## src/rtl/hazard_ctrl_pkg.sv

```systemverilog
// Shared encodings for the ID/EX hazard controller.
// RegDst/PCSrc codes, FSM states and instruction field ranges.
package hazard_ctrl_pkg;

  localparam logic [1:0] RD_RT    = 2'd0;
  localparam logic [1:0] RD_RD    = 2'd1;
  localparam logic [1:0] RD_RA    = 2'd2;
  localparam logic [1:0] PCSRC_JR = 2'd2;

  localparam int RS_HI = 25;
  localparam int RS_LO = 21;
  localparam int RT_HI = 20;
  localparam int RT_LO = 16;
  localparam int RD_HI = 15;
  localparam int RD_LO = 11;

  localparam logic [4:0] REG_ZERO = 5'd0;
  localparam logic [4:0] REG_RA   = 5'd31;

  typedef enum logic {
    ST_RUN,
    ST_JR_WAIT
  } state_t;

  // Destination register written by the EX instruction.
  function automatic logic [4:0] dst_sel(
    input logic [1:0]  regdst,
    input logic [31:0] ir
  );
    logic [4:0] d;
    d = REG_ZERO;
    case (regdst)
      RD_RT:   d = ir[RT_HI:RT_LO];
      RD_RD:   d = ir[RD_HI:RD_LO];
      RD_RA:   d = REG_RA;
      default: d = REG_ZERO;
    endcase
    return d;
  endfunction

endpackage

```

## src/rtl/hazard_ctrl_if.sv

```systemverilog
// Pipeline-side bundle seen by the hazard controller.
// master = datapath, slave = hazard_ctrl.
interface hazard_ctrl_if;
  logic [31:0] IR_IF_ID;
  logic [1:0]  PCSrc_ID;
  logic [31:0] IR_ID_EX;
  logic [1:0]  RegDst_ID_EX;
  logic        RegWrite_ID_EX;
  logic        MemRead_ID_EX;
  logic        Branch_taken_EX;
  logic        PC_Write;
  logic        IF_ID_Write;
  logic        IF_ID_Flush;
  logic        ID_EX_Flush;

  modport master (
    output IR_IF_ID, PCSrc_ID, IR_ID_EX,
    output RegDst_ID_EX, RegWrite_ID_EX,
    output MemRead_ID_EX, Branch_taken_EX,
    input  PC_Write, IF_ID_Write,
    input  IF_ID_Flush, ID_EX_Flush
  );

  modport slave (
    input  IR_IF_ID, PCSrc_ID, IR_ID_EX,
    input  RegDst_ID_EX, RegWrite_ID_EX,
    input  MemRead_ID_EX, Branch_taken_EX,
    output PC_Write, IF_ID_Write,
    output IF_ID_Flush, ID_EX_Flush
  );
endinterface

```

## src/rtl/hazard_ctrl_sat_counter.sv

```systemverilog
// Saturating up-counter with synchronous clear.
// Sticks at all-ones instead of wrapping.
module sat_counter #(
  parameter int W = 32
) (
  input  logic         clk,
  input  logic         reset,
  input  logic         inc,
  output logic [W-1:0] cnt
);

  // count events, hold once all-ones
  always_ff @(posedge clk) begin
    if (reset)
      cnt <= '0;
    else if (inc && !(&cnt))
      cnt <= cnt + 1'b1;
  end

endmodule

```

## src/rtl/hazard_ctrl.sv

```systemverilog
// Stall/flush controller for the ID/EX register.
// Load-use, jr-operand and taken-branch handling.
module hazard_ctrl
  import hazard_ctrl_pkg::*;
#(
  parameter int CNT_W          = 32,
  parameter int JR_LOAD_STALLS = 2
) (
  input  logic             clk,
  input  logic             reset,
  hazard_ctrl_if.slave     hz,
  output logic [CNT_W-1:0] stall_cnt,
  output logic [CNT_W-1:0] flush_cnt
);

  localparam logic [1:0] JR_INIT =
    2'(JR_LOAD_STALLS - 1);

  state_t     state, state_n;
  logic [1:0] jr_cnt, jr_cnt_n;

  logic [4:0] rs_id, rt_id, dst_ex;
  logic       hit_rs, hit_rt;
  logic       lu, jh;

  logic pc_we, ifid_we, ifid_fl, idex_fl;

  logic unused_bits;
  assign unused_bits = ^{hz.IR_IF_ID[15:0],
                         hz.IR_ID_EX[31:21],
                         hz.IR_ID_EX[10:0]};

  assign rs_id  = hz.IR_IF_ID[RS_HI:RS_LO];
  assign rt_id  = hz.IR_IF_ID[RT_HI:RT_LO];
  assign dst_ex = dst_sel(hz.RegDst_ID_EX,
                          hz.IR_ID_EX);

  assign hit_rs = hz.RegWrite_ID_EX &&
                  dst_ex != REG_ZERO &&
                  dst_ex == rs_id;
  assign hit_rt = hz.RegWrite_ID_EX &&
                  dst_ex != REG_ZERO &&
                  dst_ex == rt_id;

  assign lu = hz.MemRead_ID_EX && (hit_rs || hit_rt);
  assign jh = hz.PCSrc_ID == PCSRC_JR && hit_rs;

  // FSM state and jr countdown register
  always_ff @(posedge clk) begin
    if (reset) begin
      state  <= ST_RUN;
      jr_cnt <= 2'd0;
    end else begin
      state  <= state_n;
      jr_cnt <= jr_cnt_n;
    end
  end

  // next state and stall/flush enables
  always_comb begin
    state_n  = state;
    jr_cnt_n = jr_cnt;
    pc_we    = 1'b1;
    ifid_we  = 1'b1;
    ifid_fl  = 1'b0;
    idex_fl  = 1'b0;
    if (reset) begin
      state_n  = ST_RUN;
      jr_cnt_n = 2'd0;
    end else if (hz.Branch_taken_EX) begin
      ifid_fl  = 1'b1;
      idex_fl  = 1'b1;
      state_n  = ST_RUN;
      jr_cnt_n = 2'd0;
    end else if (state == ST_JR_WAIT) begin
      pc_we   = 1'b0;
      ifid_we = 1'b0;
      idex_fl = 1'b1;
      if (jr_cnt == 2'd1) begin
        state_n  = ST_RUN;
        jr_cnt_n = 2'd0;
      end else begin
        jr_cnt_n = jr_cnt - 2'd1;
      end
    end else if (jh && hz.MemRead_ID_EX) begin
      pc_we   = 1'b0;
      ifid_we = 1'b0;
      idex_fl = 1'b1;
      if (JR_LOAD_STALLS > 1) begin
        state_n  = ST_JR_WAIT;
        jr_cnt_n = JR_INIT;
      end
    end else if (jh || lu) begin
      pc_we   = 1'b0;
      ifid_we = 1'b0;
      idex_fl = 1'b1;
    end
  end

  assign hz.PC_Write    = pc_we;
  assign hz.IF_ID_Write = ifid_we;
  assign hz.IF_ID_Flush = ifid_fl;
  assign hz.ID_EX_Flush = idex_fl;

  sat_counter #(.W(CNT_W)) u_stall_cnt (
    .clk   (clk),
    .reset (reset),
    .inc   (!pc_we),
    .cnt   (stall_cnt)
  );

  sat_counter #(.W(CNT_W)) u_flush_cnt (
    .clk   (clk),
    .reset (reset),
    .inc   (hz.Branch_taken_EX),
    .cnt   (flush_cnt)
  );

endmodule
```

## src/flat_wrapper.sv

```systemverilog
// flat-port wrapper written by rule: the top's interface ports become plain ports
module hazard_ctrl_flat import hazard_ctrl_pkg::*;
#(
  parameter int CNT_W          = 32,
  parameter int JR_LOAD_STALLS = 2
)
  (clk, reset, stall_cnt, flush_cnt, hz_IR_IF_ID, hz_PCSrc_ID, hz_IR_ID_EX, hz_RegDst_ID_EX, hz_RegWrite_ID_EX, hz_MemRead_ID_EX, hz_Branch_taken_EX, hz_PC_Write, hz_IF_ID_Write, hz_IF_ID_Flush, hz_ID_EX_Flush);
  hazard_ctrl_if hz_i ();
  input  logic clk;
  input  logic reset;
  output logic [CNT_W-1:0] stall_cnt;
  output logic [CNT_W-1:0] flush_cnt;
  input wire logic [$bits(hz_i.IR_IF_ID)-1:0] hz_IR_IF_ID;
  input wire logic [$bits(hz_i.PCSrc_ID)-1:0] hz_PCSrc_ID;
  input wire logic [$bits(hz_i.IR_ID_EX)-1:0] hz_IR_ID_EX;
  input wire logic [$bits(hz_i.RegDst_ID_EX)-1:0] hz_RegDst_ID_EX;
  input wire logic [$bits(hz_i.RegWrite_ID_EX)-1:0] hz_RegWrite_ID_EX;
  input wire logic [$bits(hz_i.MemRead_ID_EX)-1:0] hz_MemRead_ID_EX;
  input wire logic [$bits(hz_i.Branch_taken_EX)-1:0] hz_Branch_taken_EX;
  output wire logic [$bits(hz_i.PC_Write)-1:0] hz_PC_Write;
  output wire logic [$bits(hz_i.IF_ID_Write)-1:0] hz_IF_ID_Write;
  output wire logic [$bits(hz_i.IF_ID_Flush)-1:0] hz_IF_ID_Flush;
  output wire logic [$bits(hz_i.ID_EX_Flush)-1:0] hz_ID_EX_Flush;
  assign hz_i.IR_IF_ID = hz_IR_IF_ID;
  assign hz_i.PCSrc_ID = hz_PCSrc_ID;
  assign hz_i.IR_ID_EX = hz_IR_ID_EX;
  assign hz_i.RegDst_ID_EX = hz_RegDst_ID_EX;
  assign hz_i.RegWrite_ID_EX = hz_RegWrite_ID_EX;
  assign hz_i.MemRead_ID_EX = hz_MemRead_ID_EX;
  assign hz_i.Branch_taken_EX = hz_Branch_taken_EX;
  assign hz_PC_Write = hz_i.PC_Write;
  assign hz_IF_ID_Write = hz_i.IF_ID_Write;
  assign hz_IF_ID_Flush = hz_i.IF_ID_Flush;
  assign hz_ID_EX_Flush = hz_i.ID_EX_Flush;
  hazard_ctrl #(.CNT_W(CNT_W), .JR_LOAD_STALLS(JR_LOAD_STALLS)) u_core (.clk(clk), .reset(reset), .hz(hz_i), .stall_cnt(stall_cnt), .flush_cnt(flush_cnt));
endmodule
```

## config.mk

```make
export PLATFORM = sky130hd
export DESIGN_NAME = hazard_ctrl_flat
export DESIGN_NICKNAME = d
export VERILOG_FILES = /design/src/rtl/hazard_ctrl_pkg.sv /design/src/rtl/hazard_ctrl_if.sv /design/src/rtl/hazard_ctrl_sat_counter.sv /design/src/rtl/hazard_ctrl.sv /design/src/flat_wrapper.sv
export SDC_FILE = /design/constraint.sdc
export NUM_CORES = 1
export LEC_CHECK = 0
export CAP_MARGIN = 10
export CORE_MARGIN = 8
export CORE_UTILIZATION = 47
export DETAILED_ROUTE_END_ITERATION = 12
export GPL_TIMING_DRIVEN = 0
export PLACE_DENSITY = 0.86
export SETUP_SLACK_MARGIN = 0.15
export SYNTH_ARGS = -nofsm -noshare
export SYNTH_HDL_FRONTEND = slang
export SYNTH_SLANG_ARGS = --single-unit
```

## constraint.sdc

```tcl
create_clock -name clk -period 7.2 [get_ports clk]
set_input_delay 1.44 -clock clk [delete_from_list [all_inputs] [get_ports clk]]
set_output_delay 1.44 -clock clk [all_outputs]
set_load 0.05 [all_outputs]
```

# Word level (Yosys, flattened, before mapping)

Cells that the tools add are included.

Register bits: 67
Input bits: 73
Output and inout bits: 68
Logic and storage cells: 51

Add/sub/neg operators: 3
Eq/ne operators: 6
Mux-type cells: 19
Reduce and logical (&&, ||, !) cells: 19

Operators by type and width:

| kind                    | count |
|---|---|
| $add A32 B1 Y32 const B | 2 |
| $reduce_and A32 Y1      | 2 |
| $mux W1                 | 15 |
| $pmux W5 S3             | 1 |
| $eq A5 B5 Y1            | 2 |
| $logic_and A1 B1 Y1     | 8 |
| $mux W2                 | 3 |
| $reduce_bool A5 Y1      | 1 |
| $eq A2 B1 Y1 const B    | 2 |
| $eq A2 B2 Y1 const B    | 2 |
| $logic_not A1 Y1        | 3 |
| $logic_not A2 Y1        | 1 |
| $logic_or A1 B1 Y1      | 2 |
| $reduce_bool A2 Y1      | 1 |
| $reduce_or A2 Y1        | 1 |
| $sub A2 B1 Y2 const B   | 1 |

# Logic depth before layout (Yosys ltp)

Gate-level depths: netlist of run 1.

Word-level depth: 15
Gate-level depth with buffers: 11
Depth with buffers taken out: 9

# Cells and area by module

Synthesis of run 1 repeated with hierarchy kept, for this count alone.

Cell total of the unflattened synthesis: 447
Area, all modules: 3,933.8 µm²

By module, submodules not included:

| module      | instances | cells an instance | area an instance (µm²) | sequential area each (µm²) |
|---|---|---|---|---|
| sat_counter | 2         | 191               | 1,721.7                | 640.6 |
| hazard_ctrl | 1         | 65                | 490.5                  | 60.1 |

# Least setup slack after synthesis of run 1

Ideal clock, no wire load.

Path type: in2out
Start point: input port hz_RegDst_ID_EX[1]
End point: output port hz_PC_Write
Arrival: 3.397 ns
Required time: 5.760 ns
Slack: 2.363 ns
Stages: 10
Buffers on the path: 4
Path through: buf_2 -> nand2b_1 -> a21oi_1 -> xnor2_1 -> nand2_1 -> o32ai_2 -> a31oi_1 -> buf_2 -> buf_2 -> buf_4

Longest elaborated chain between the ends: 13
Elaborated cells between the ends (all ways): 20
Those cells by class: 4 x eq/ne; 6 x mux; 10 x reduce/logical

RTL lines:

| element                                | line                                 | source |
|---|---|---|
| from (decl)                            | flat_wrapper.sv:16                   | `input wire logic [$bits(hz_i.RegDst_ID_EX)-1:0] hz_RegDst_ID_EX;` |
| $eq A2 B2 Y1 (tied with other cells)   | hazard_ctrl_pkg.sv:32                | `case (regdst)` |
| $pmux W5 S3 *                          | hazard_ctrl_pkg.sv:32                |  |
| $reduce_bool A5 Y1                     | hazard_ctrl.sv:39, hazard_ctrl.sv:42 |  |
| $logic_and A1 B1 Y1                    | hazard_ctrl.sv:38, hazard_ctrl.sv:41 |  |
| $logic_and A1 B1 Y1 (on tied branches) | hazard_ctrl.sv:39, hazard_ctrl.sv:42 |  |
| $logic_or A1 B1 Y1                     | hazard_ctrl.sv:45                    | `assign lu = hz.MemRead_ID_EX && (hit_rs \|\| hit_rt);` |
| $logic_and A1 B1 Y1                    | hazard_ctrl.sv:45                    |  |
| $logic_or A1 B1 Y1                     | hazard_ctrl.sv:93                    | `end else if (jh \|\| lu) begin` |
| $mux W1                                | --                                   |  |
| $mux W1 * (4 in series)                | --                                   |  |
| to (decl)                              | flat_wrapper.sv:20                   | `output wire logic [$bits(hz_i.PC_Write)-1:0] hz_PC_Write;` |

Mark *: on every way between the ends. The rest lies on a longest branch, timed or not.

# Final worst setup path of run 1

Start point: input port hz_RegDst_ID_EX[0]
End point: output port hz_PC_Write

Longest elaborated chain between the ends: 13
Elaborated cells between the ends (all ways): 20
Those cells by class: 4 x eq/ne; 6 x mux; 10 x reduce/logical

RTL lines:

| element                                | line                                 | source |
|---|---|---|
| $eq A2 B2 Y1 (tied with other cells)   | hazard_ctrl_pkg.sv:32                |  |
| $pmux W5 S3 *                          | hazard_ctrl_pkg.sv:32                |  |
| $reduce_bool A5 Y1                     | hazard_ctrl.sv:39, hazard_ctrl.sv:42 |  |
| $logic_and A1 B1 Y1                    | hazard_ctrl.sv:38, hazard_ctrl.sv:41 |  |
| $logic_and A1 B1 Y1 (on tied branches) | hazard_ctrl.sv:39, hazard_ctrl.sv:42 |  |
| $logic_or A1 B1 Y1                     | hazard_ctrl.sv:45                    |  |
| $logic_and A1 B1 Y1                    | hazard_ctrl.sv:45                    |  |
| $logic_or A1 B1 Y1                     | hazard_ctrl.sv:93                    |  |
| $mux W1                                | hazard_ctrl.sv:93                    |  |
| $mux W1 *                              | hazard_ctrl.sv:85                    | `end else if (jh && hz.MemRead_ID_EX) begin` |
| $mux W1 *                              | hazard_ctrl.sv:75                    | `end else if (state == ST_JR_WAIT) begin` |
| $mux W1 *                              | hazard_ctrl.sv:70                    | `end else if (hz.Branch_taken_EX) begin` |
| $mux W1 *                              | hazard_ctrl.sv:67                    | `if (reset) begin` |

Marked as above.

==> run metrics, run 1 <==
initial antenna violation count=0; final worst path period share=~86%; Synth Instances=~440; fin. max-slew vios=0; drt first pass iters=6; Setup crit start kind=primary input; Multi-input gate area=2070 um2; Max Root-Sink Buffers=2; largest cells by area after synthesis=dfxtp_1 38%, a21oi_1 5.0%, or4_1 4.6%; Critical Path AT=4.76 ns; total CTS buffers=9; Via Count=3,750; number of global-route vias before repair=between 3k and 4k; Slew @ Worst Pin=0.600 ns; Cell Area, Synth=between 3000 and 4000 um2; yosys warns=0; fill cell count=about 640; Fin Clk Skew=roughly 0.0095 ns; final WL=between 10,000 and 15,000 um; Critical Path RT=between 5 and 6 ns; Reg-to-Reg Start=u_core.u_stall_cnt.cnt[13]$_SDFFE_PP0P_; gr ovfl total=0; core area=7290 um2; synthesized flop and latch total=67; DP HPWL=8020 um; crit path cell chain=clkdlybuf4s50_1, buf_2, nor3_1, a21oi_1, xnor2_1, nand2_1, o32ai_2, a31oi_1, buf_2, buf_2, buf_4, clkdlybuf4s50_1; Synth area leader=dfxtp_1; I/O pin count=141; Slew HR=roughly three fifths; DR iter-0 viols=141; first-pass GRT wire length=17,400 um; peak supply drop=roughly 0.13 mV; Worst setup EP type=primary output; TritonCTS clock tree=built; FF/Latch Area=roughly 1300 um2; outcome=finished, final reports clean; n_diodes=0; Design Area, Final=4840 um2; Clock Latency Late Sink=~0.34 ns; Clock Sinks=67; final antenna-violating net count=0; Die Wd=~100 um; RSZ-0062 raised after global routing=false; cell count of the worst hold path=2; fraction of synthesis flops using an asynchronous set or reset pin=0%; Leak=0.00153 uW; post-CTS setup buffer count=0; max-cap violation count=0; total negative setup slack=0 ns; Starting Density=about 49%; vias per std cell=about 5.8; Critical Path Start=hz_RegDst_ID_EX[0]; post-layout util=around two thirds; worst hold path class=reg2reg; Area Growth Syn to Fin=35.7%; gpl congestion=a little under 0.9; Power Density=about 150 nW/um2; top-area cell type share of the netlist area=37.6%; area of placed instances=~4700 um2; final-report hold violation count=0; R2R depth=10; clock transition at the registers of the reported paths=approximately 0.080 ns; post-cts sizing count=0; HP Start=u_core.u_stall_cnt.cnt[5]$_SDFFE_PP0P_; GRT Overall Usage=about a fifth; die area=about 11,000 um2; distinct cell type count after synthesis=46; final setup fails=0; clk root buf=clkbuf_8; mean area per synthesized cell=about 8 um2; largest net degree at the start of global routing=12; EDFF count, synth=0; row count=31; die height=103 um; sequential fraction of the synthesis area=between 30 and 40%; slowest CP cell=clkdlybuf4s50_1; Post-synth top flop=dfxtp_1; most frequent CP cell=buf_2; H-tree levels=3; Setup CP Type=in2out; count leader, synth=dfxtp_1; register-to-register setup slack=4.28 ns; wire per inst=16.2 um; commonest cells in the netlist=67 x dfxtp_1, 42 x nor2_1, 36 x a21oi_1, 34 x nand2_1, 28 x nand3_1; DRC viols=0; Mapped Nets=just over 500; slowest stage delay, CP=0.79 ns; PortBufs=96; final net count=roughly 620; hold_buf cts=0; Tmin final=6.20 ns; max frequency=approximately 0.16 GHz; share of layout cells above drive strength 1=under 10%; worst-path fanout max=11
==> cell type report <==
type	count	share of cell area [%]
inverter	14	1.09
tap	99	2.56
timing repair buffer	96	19.9
sequential	67	27.7
clock buffer	12	3.41
multi-input combinational	337	42.8
buffer	23	2.12
clock inverter	3	0.465
==> critical path, delay by kind of cell <==
kind,cells,cell delay [ns]
and+or+nand+nor,2,0.18
buffers and inverters,6,2.23
xor gates and xnor gates,1,0.11
AOI/OAI and AO/OA,3,0.80
==> routing by layer <==
metal / vias to the layer above / global-route usage (%) / part of all wire, % / routed length (um)
met3: 10 / 6.14 / 8.6 / 913
met2: 147 / 35.3 / 50 / 5310
li1: 1834 / - / - / -
met1: 1759 / 23.1 / 40 / 4240
met5: - / 0 / 0 / 0
met4: 0 / 7.01 / 0.95 / 100
==> logic make-up (layout without fill, tap and decap cells) <==
logic type / count (synthesis) / count (layout) / synth area share [%]
flops: 67 / 67 / 37.6
buf+inv: 37 / 148 / 4.35
xor+xnor: 33 / 33 / 8.10
compound gates: 90 / 90 / 16.3
mux: 4 / 4 / 1.26
simple gates: 207 / 207 / 31.3
fa+ha+maj: 3 / 3 / 1.05
==> layout by cell type, fill, tap and decap left out, drive strengths merged, types with 17 or more instances in the layout <==
cell type and instances:
clkdlybuf4s50 96, clkbuf 24, nor2 43, nand2 35
xnor2 18, nand3 28, nor3 19, o31ai 17
dfxtp 67, or4 22, a21oi 36
==> registers in the layout, indices dropped and copies added, names as in the netlist <==
name,flops
u_core.u_flush_cnt.cnt,32
u_core.u_stall_cnt.cnt,32
u_core.jr_cnt,2
u_core.state,1
==> path summary, 6_finish.rpt <==
kind	end
worst max-delay path	hz_PC_Write
worst min-delay path	u_core.u_stall_cnt.cnt[5]$_SDFFE_PP0P_
worst max register to register	u_core.u_stall_cnt.cnt[16]$_SDFFE_PP0P_
worst min register to register	u_core.u_stall_cnt.cnt[5]$_SDFFE_PP0P_
==> where the power goes <==
group	switching (uW)	internal (uW)
clock	145	151
combinational	33.1	28.7
sequential	2.06	371
==> through the flow <==
stage / total power [uW] / hold WS [ns] / worst slack (ns) / cells
2_1_floorplan: 415 / 0.457 / 2.36 / 441
3_3_place_gp: 442 / 0.474 / 1.07 / 636
3_5_place_dp: 444 / 0.494 / 1.01 / 636
4_1_cts: 738 / 0.504 / 1.02 / 651
5_1_grt: 758 / 0.536 / 0.797 / 651
6_report: 732 / 0.501 / 1.00 / 651
Power figures use the tool's default switching activity.
==> run 2: changes to the inputs <==
Settings changed: CORE_MARGIN 8 to 2, PLACE_DENSITY 0.86 to 0.92.
==> run 2 against run 1 <==
  * Cell area rose by 0.44%
  * Worst setup slack got worse by 0.16 ns
  * Critical path depth did not move
  * Fmax fell by 2.5%
==> run metrics, run 2 (synthesis results as in run 1) <==
largest net degree at the start of global routing=12; slowest CP cell=clkdlybuf4s50_1; core area=between 7000 and 8000 um2; slowest stage delay, CP=0.81 ns; Die Wd=91.1 um; final worst path period share=about nine tenths; share of layout cells above drive strength 1=roughly 5.8%; final setup fails=0; cell internal pwr=594 uW; Area Growth Syn to Fin=36.3%; PortBufs=96; Worst setup EP type=primary output; most frequent cells in the layout=96 x clkdlybuf4s50_1, 67 x dfxtp_1, 42 x nor2_1; Switching Share=roughly 23%; total negative setup slack=0 ns; RSZ-0062 raised after global routing=false; final antenna-violating net count=0; initial antenna violation count=0; Via Count=~3.8k; crit path cell chain=clkdlybuf4s50_1, buf_2, nor3_1, a21oi_1, xnor2_1, nand3_1, o32ai_2, a31oi_1, buf_2, buf_2, buf_4, clkdlybuf4s50_1; post-CTS setup buffer count=0; hold_buf cts=0; Power Density=about 160 nW/um2; Clock Sinks=67; Tmin final=roughly 6.4 ns; commonest non-fill, non-tap cell in the layout=clkdlybuf4s50_1; clock transition at the registers of the reported paths=roughly 0.070 ns; final WL=10,300 um; final-report hold violation count=0; DRC viols=0; Critical Path RT=roughly 5.8 ns; TritonCTS clock tree=built; I/O pin count=roughly 140; Setup crit start kind=primary input; Max Root-Sink Buffers=2; post-cts sizing count=0; Slew HR=about three fifths; drt first pass iters=5; Fin Clk Skew=between 0.009 and 0.01 ns; Clock Latency Late Sink=between 0.3 and 0.4 ns; Comb power frac=8.1%; vias per std cell=5.88; n_diodes=0; DP HPWL=roughly 7500 um; Leak=0.00155 uW; outcome=finished, final reports clean; Seq pwr share=around 48%; DR iter-0 viols=roughly 180; Slew @ Worst Pin=around 0.57 ns; wire per inst=between 15 and 20 um; die height=just over 90 um; Setup CP Type=in2out; gpl congestion=between 0.9 and 1; peak supply drop=about 0.086 mV; worst hold path class=reg2reg; max frequency=between 0.15 and 0.2 GHz; fin. max-slew vios=0; clk root buf=clkbuf_8; Starting Density=48.9%; clock share of power=a little over two fifths; gr ovfl total=0; worst-path fanout max=11; total net switching power=around 180 uW; total CTS buffers=9; row count=31; Critical Path AT=4.92 ns; most frequent CP cell=buf_2; die area=just over 8000 um2; first-pass GRT wire length=17,100 um; GRT Overall Usage=between 20 and 30%; number of global-route vias before repair=approximately 3.7k; H-tree levels=3; final net count=roughly 620; total power=slightly below 800 uW; Largest regs=u_core.u_flush_cnt.cnt x32, u_core.u_stall_cnt.cnt x32, u_core.jr_cnt x2; max-cap violation count=0
[run 2: cell count changes in the layout (fill, tap and decap cells not counted), sizes merged]
cell,previous run,this run
bufinv,0,2
clkinv,0,2
clkinvlp,3,1
clkbuf,24,23
[run 2: area by class of cell]
| cell class | count | area [um2] |
|---|---|---|
| fillers | 597 | 2430 |
| inverters | 14 | 52.6 |
| clock inverters | 5 | 77.6 |
| plain buffers | 23 | 103 |
| well taps | 99 | 124 |
| flip-flops and latches | 67 | 1340 |
| clock buffers | 11 | 131 |
| repair buffers | 96 | 961 |
| multi-input cells | 337 | 2070 |
[run 2: worst max-delay path: cells and delay by family]
family	cells	cell delay (ns)
XOR/XNOR	1	0.11
AND/OR/NAND/NOR	2	0.22
buffers and inverters	6	2.26
AO/OA/AOI/OAI	3	0.89
[run 2: per-layer routing]
layer  part of all wire [%]  track usage [%]
met2                     51             46.2
met5                      0                0
met1                     40             27.6
met3                    6.3             7.39
met4                    2.1             8.08
[run 2: path summary, 6_finish.rpt]
path	slack, ns	start	to	cells after the start
hold reg to reg	0.50	u_core.u_stall_cnt.cnt[19]$_SDFFE_PP0P_	u_core.u_stall_cnt.cnt[19]$_SDFFE_PP0P_	2
hold / removal	0.50	u_core.u_stall_cnt.cnt[19]$_SDFFE_PP0P_	u_core.u_stall_cnt.cnt[19]$_SDFFE_PP0P_	2
setup reg to reg	4.23	u_core.u_stall_cnt.cnt[13]$_SDFFE_PP0P_	u_core.u_stall_cnt.cnt[16]$_SDFFE_PP0P_	10
setup / recovery	0.84	hz_RegDst_ID_EX[1]	hz_PC_Write	12
[run 2: power by group through the flow]
stage / sequential, uW / clock, uW / combinational (uW)
after floorplan: 386 / 0 / 29.1
after global placement: 382 / 0 / 59.4
after detailed placement: 382 / 0 / 61.7
after CTS: 373 / 338 / 62.1
after global routing: 373 / 357 / 66.9
final: 373 / 336 / 62.6
[run 2: metrics by stage]
step,hold slack (ns),area [um2],setup WS (ns),cells,utilization [%]
after floorplan,0.457,3570,2.36,441,-
after global placement,0.471,4650,1.05,636,63.8
after detailed placement,0.489,4650,0.939,636,63.8
after CTS,0.498,4860,0.859,652,66.7
after global routing,0.530,4860,0.649,652,66.7
final,0.500,4860,0.843,652,66.7
==> run 3: changes to the inputs <==
Settings changed: ABC_AREA set to 1, CORE_UTILIZATION 47 to 51, PLACE_DENSITY 0.92 to 0.93, SKIP_CTS_REPAIR_TIMING set to 1.
==> run 3 against run 2 <==
  * Cell count increased by 35%
  * First-iteration DRC count up 63%
  * Non-clock buffer count is 1 higher
  * Clock-buffer cell count fell by 1
  * Power increased by 0.65%
  * Die area rose by 11%
  * Clock power hardly changed
  * Global-route usage increased by 4.3 points
  * Combinational power up 13%
  * Sequential share of layout area fell by 3.7 points
  * Register-to-register slack improved by 0.55 ns
  * Highest routed layer unchanged
==> run metrics, run 3 <==
outcome=finished, final reports clean; wire per inst=around 15 um; gpl congestion=~0.99; Power Density=about 140 nW/um2; DRC viols=0; Critical Path End=hz_PC_Write; post-route setup slack=about 1.5 ns; Clock Sinks=67; die height=between 90 and 100 um; Largest regs=u_core.u_flush_cnt.cnt x32, u_core.u_stall_cnt.cnt x32, u_core.jr_cnt x2; initial antenna violation count=0; fin. max-slew vios=0; sequential fraction of the synthesis area=between 30% and 40%; post-layout util=about two thirds; Setup Slack @ Placement=about 1.5 ns; Die Wd=~96 um; H-tree levels=3; row count=33; distinct cell type count after synthesis=37; Cell Area, Synth=4320 um2; Clock Latency Late Sink=0.35 ns; Comb power frac=9.1%; count leader, synth=nand2_1; commonest non-fill, non-tap cell in the layout=nand2_1; final-report hold violation count=0; worst-path fanout max=10; clk root buf=clkbuf_8; most frequent cells in the layout=163 x nand2_1, 96 x clkdlybuf4s50_1, 71 x inv_1; Synth Instances=664; Mapped Nets=740; Synth area leader=dfxtp_1; clock transition at the registers of the reported paths=0.08 ns; Fin Clk Skew=0.0133 ns; Starting Density=a little over half; Slew HR=a little under three fifths; Critical Path RT=5.76 ns; total net switching power=between 200 and 250 uW; Slew @ Worst Pin=0.641 ns; DP HPWL=10,400 um; Max Root-Sink Buffers=2; number of global-route vias before repair=4,786; post-synthesis adder-cell area fraction=0.869%; worst hold path class=reg2reg; share of layout cells above drive strength 1=7.09%; peak supply drop=between 0.09 and 0.1 mV; first-pass GRT wire length=between 20,000 and 25,000 um; Seq pwr share=between 40 and 50%; drt first pass iters=6; Setup crit start kind=primary input; fill cell count=between 700 and 800; final setup fails=0; Setup CP Type=in2out; R2R depth=14; Reg-to-Reg Start=u_core.u_stall_cnt.cnt[0]$_SDFFE_PP0P_; Post-Synth XOR/XNOR Area=roughly 6%; max-cap violation count=0; Worst setup EP type=primary output; largest family of logic cells by synthesized area=simple AND/OR/NAND/NOR gates; TritonCTS clock tree=built; final worst path period share=about four fifths; top-area cell type share of the netlist area=a little under a third; I/O pin count=approximately 140; Via Count=4,982; Tmin final=approximately 5.7 ns; Min Hold Slack=between 0.4 and 0.5 ns; PortBufs=96; synthesized flop and latch total=between 60 and 70; cell internal pwr=572 uW; mean area per synthesized cell=between 6 and 7 um2; total negative setup slack=0 ns; DR iter-0 viols=between 200 and 300; n_diodes=0; gr ovfl total=0; total CTS buffers=9; Synth Area in Compound Gates=between 10% and 20%; commonest cells in the netlist=163 x nand2_1, 71 x inv_1, 67 x dfxtp_1, 59 x nor2_1, 54 x nand4_1; EDFF count, synth=0; die area=around 9200 um2; GRT Overall Usage=between 20% and 30%; Switching Share=approximately a quarter; fraction of synthesis flops using an asynchronous set or reset pin=0%; Critical Path Start=hz_RegDst_ID_EX[0]; Area Growth Syn to Fin=30.1%; vias per std cell=roughly 5.7; final net count=approximately 850; core area=between 8000 and 9000 um2; worst r2r dst=u_core.u_stall_cnt.cnt[23]$_SDFFE_PP0P_; Post-Synth Simple-Gate Area=41.1%; clock share of power=between 40% and 50%; multiplexer share of the synthesized area=0%; yosys warns=0; final antenna-violating net count=0; Critical Path AT=about 4.3 ns; Post-synth top flop=dfxtp_1; largest net degree at the start of global routing=14; max frequency=0.175 GHz; largest cells by area after synthesis=dfxtp_1 31%, nand2_1 14%, nand4_1 7.8%; register-to-register setup slack=4.78 ns; RSZ-0062 raised after global routing=false; Leak=around 0.0020 uW; final WL=around 13,000 um
-- run 3: power by group through the flow --
stage                     clock network, uW  registers (uW)  logic (uW)
final                                   333             373        70.6
after global routing                    354             373        77.5
after global placement                    0             381        67.7
after floorplan                           0             385        35.7
after CTS                               339             373        70.4
after detailed placement                  0             381        70.2
-- run 3: worst max-delay path, stage by stage --
cell	delay [ns]
clkdlybuf4s50_1	0.55
nor2_4	0.26
nand2_2	0.09
nand2_1	0.13
nand3_1	0.09
o21a_1	0.21
nand2_1	0.08
nand2_1	0.06
nand2_2	0.09
nand2_4	0.10
buf_4	0.19
nand2_1	0.08
buf_4	0.11
clkdlybuf4s50_1	0.78
-- run 3: final cells by class --
class	count	area, um2	share of cell area, %
multi-input combinational	496	2540	45.2
buffer	24	148	2.63
timing repair buffer	96	961	17.1
sequential	67	1340	23.9
tap	105	131	2.34
clock inverter	6	71.3	1.27
clock buffer	10	138	2.45
inverter	77	289	5.14
-- run 3: per-layer routing --
layer / up-vias / routed length (um) / track usage (%)
met5: - / 0 / 0
li1: 2448 / - / -
met3: 37 / 867 / 4.78
met2: 210 / 6460 / 50.2
met4: 0 / 362 / 12.6
met1: 2287 / 5460 / 36.6
-- run 3: per-stage QoR --
| step | cell area [um2] | total power (uW) | cells |
|---|---|---|---|
| after floorplan | 4320 | 421 | 664 |
| after global placement | 5410 | 449 | 865 |
| after detailed placement | 5410 | 452 | 865 |
| after CTS | 5620 | 782 | 881 |
| after global routing | 5620 | 804 | 881 |
| final | 5620 | 777 | 881 |
-- run 3: how the worst min path moves through the flow --
| stage | from | endpoint | slack [ns] | cells past startpoint |
|---|---|---|---|---|
| 2_1_floorplan | u_core.state$_SDFF_PP0_ | u_core.state$_SDFF_PP0_ | 0.45 | 1 |
| 3_3_place_gp | u_core.state$_SDFF_PP0_ | u_core.state$_SDFF_PP0_ | 0.47 | 1 |
| 3_5_place_dp | u_core.state$_SDFF_PP0_ | u_core.state$_SDFF_PP0_ | 0.47 | 1 |
| 4_1_cts | u_core.state$_SDFF_PP0_ | u_core.state$_SDFF_PP0_ | 0.49 | 1 |
| 5_1_grt | u_core.state$_SDFF_PP0_ | u_core.state$_SDFF_PP0_ | 0.51 | 1 |
| 6_report | u_core.state$_SDFF_PP0_ | u_core.state$_SDFF_PP0_ | 0.49 | 1 |
-- run 3: cell families (layout without fill, tap and decap cells) --
logic type | count (synthesis) | after routing
adder cells (fa/ha/maj) | 3 | 3
XOR/XNOR | 30 | 30
flip-flops | 67 | 67
AO/OA/AOI/OAI | 85 | 85
AND/OR/NAND/NOR | 378 | 378
buffers and inverters | 101 | 213
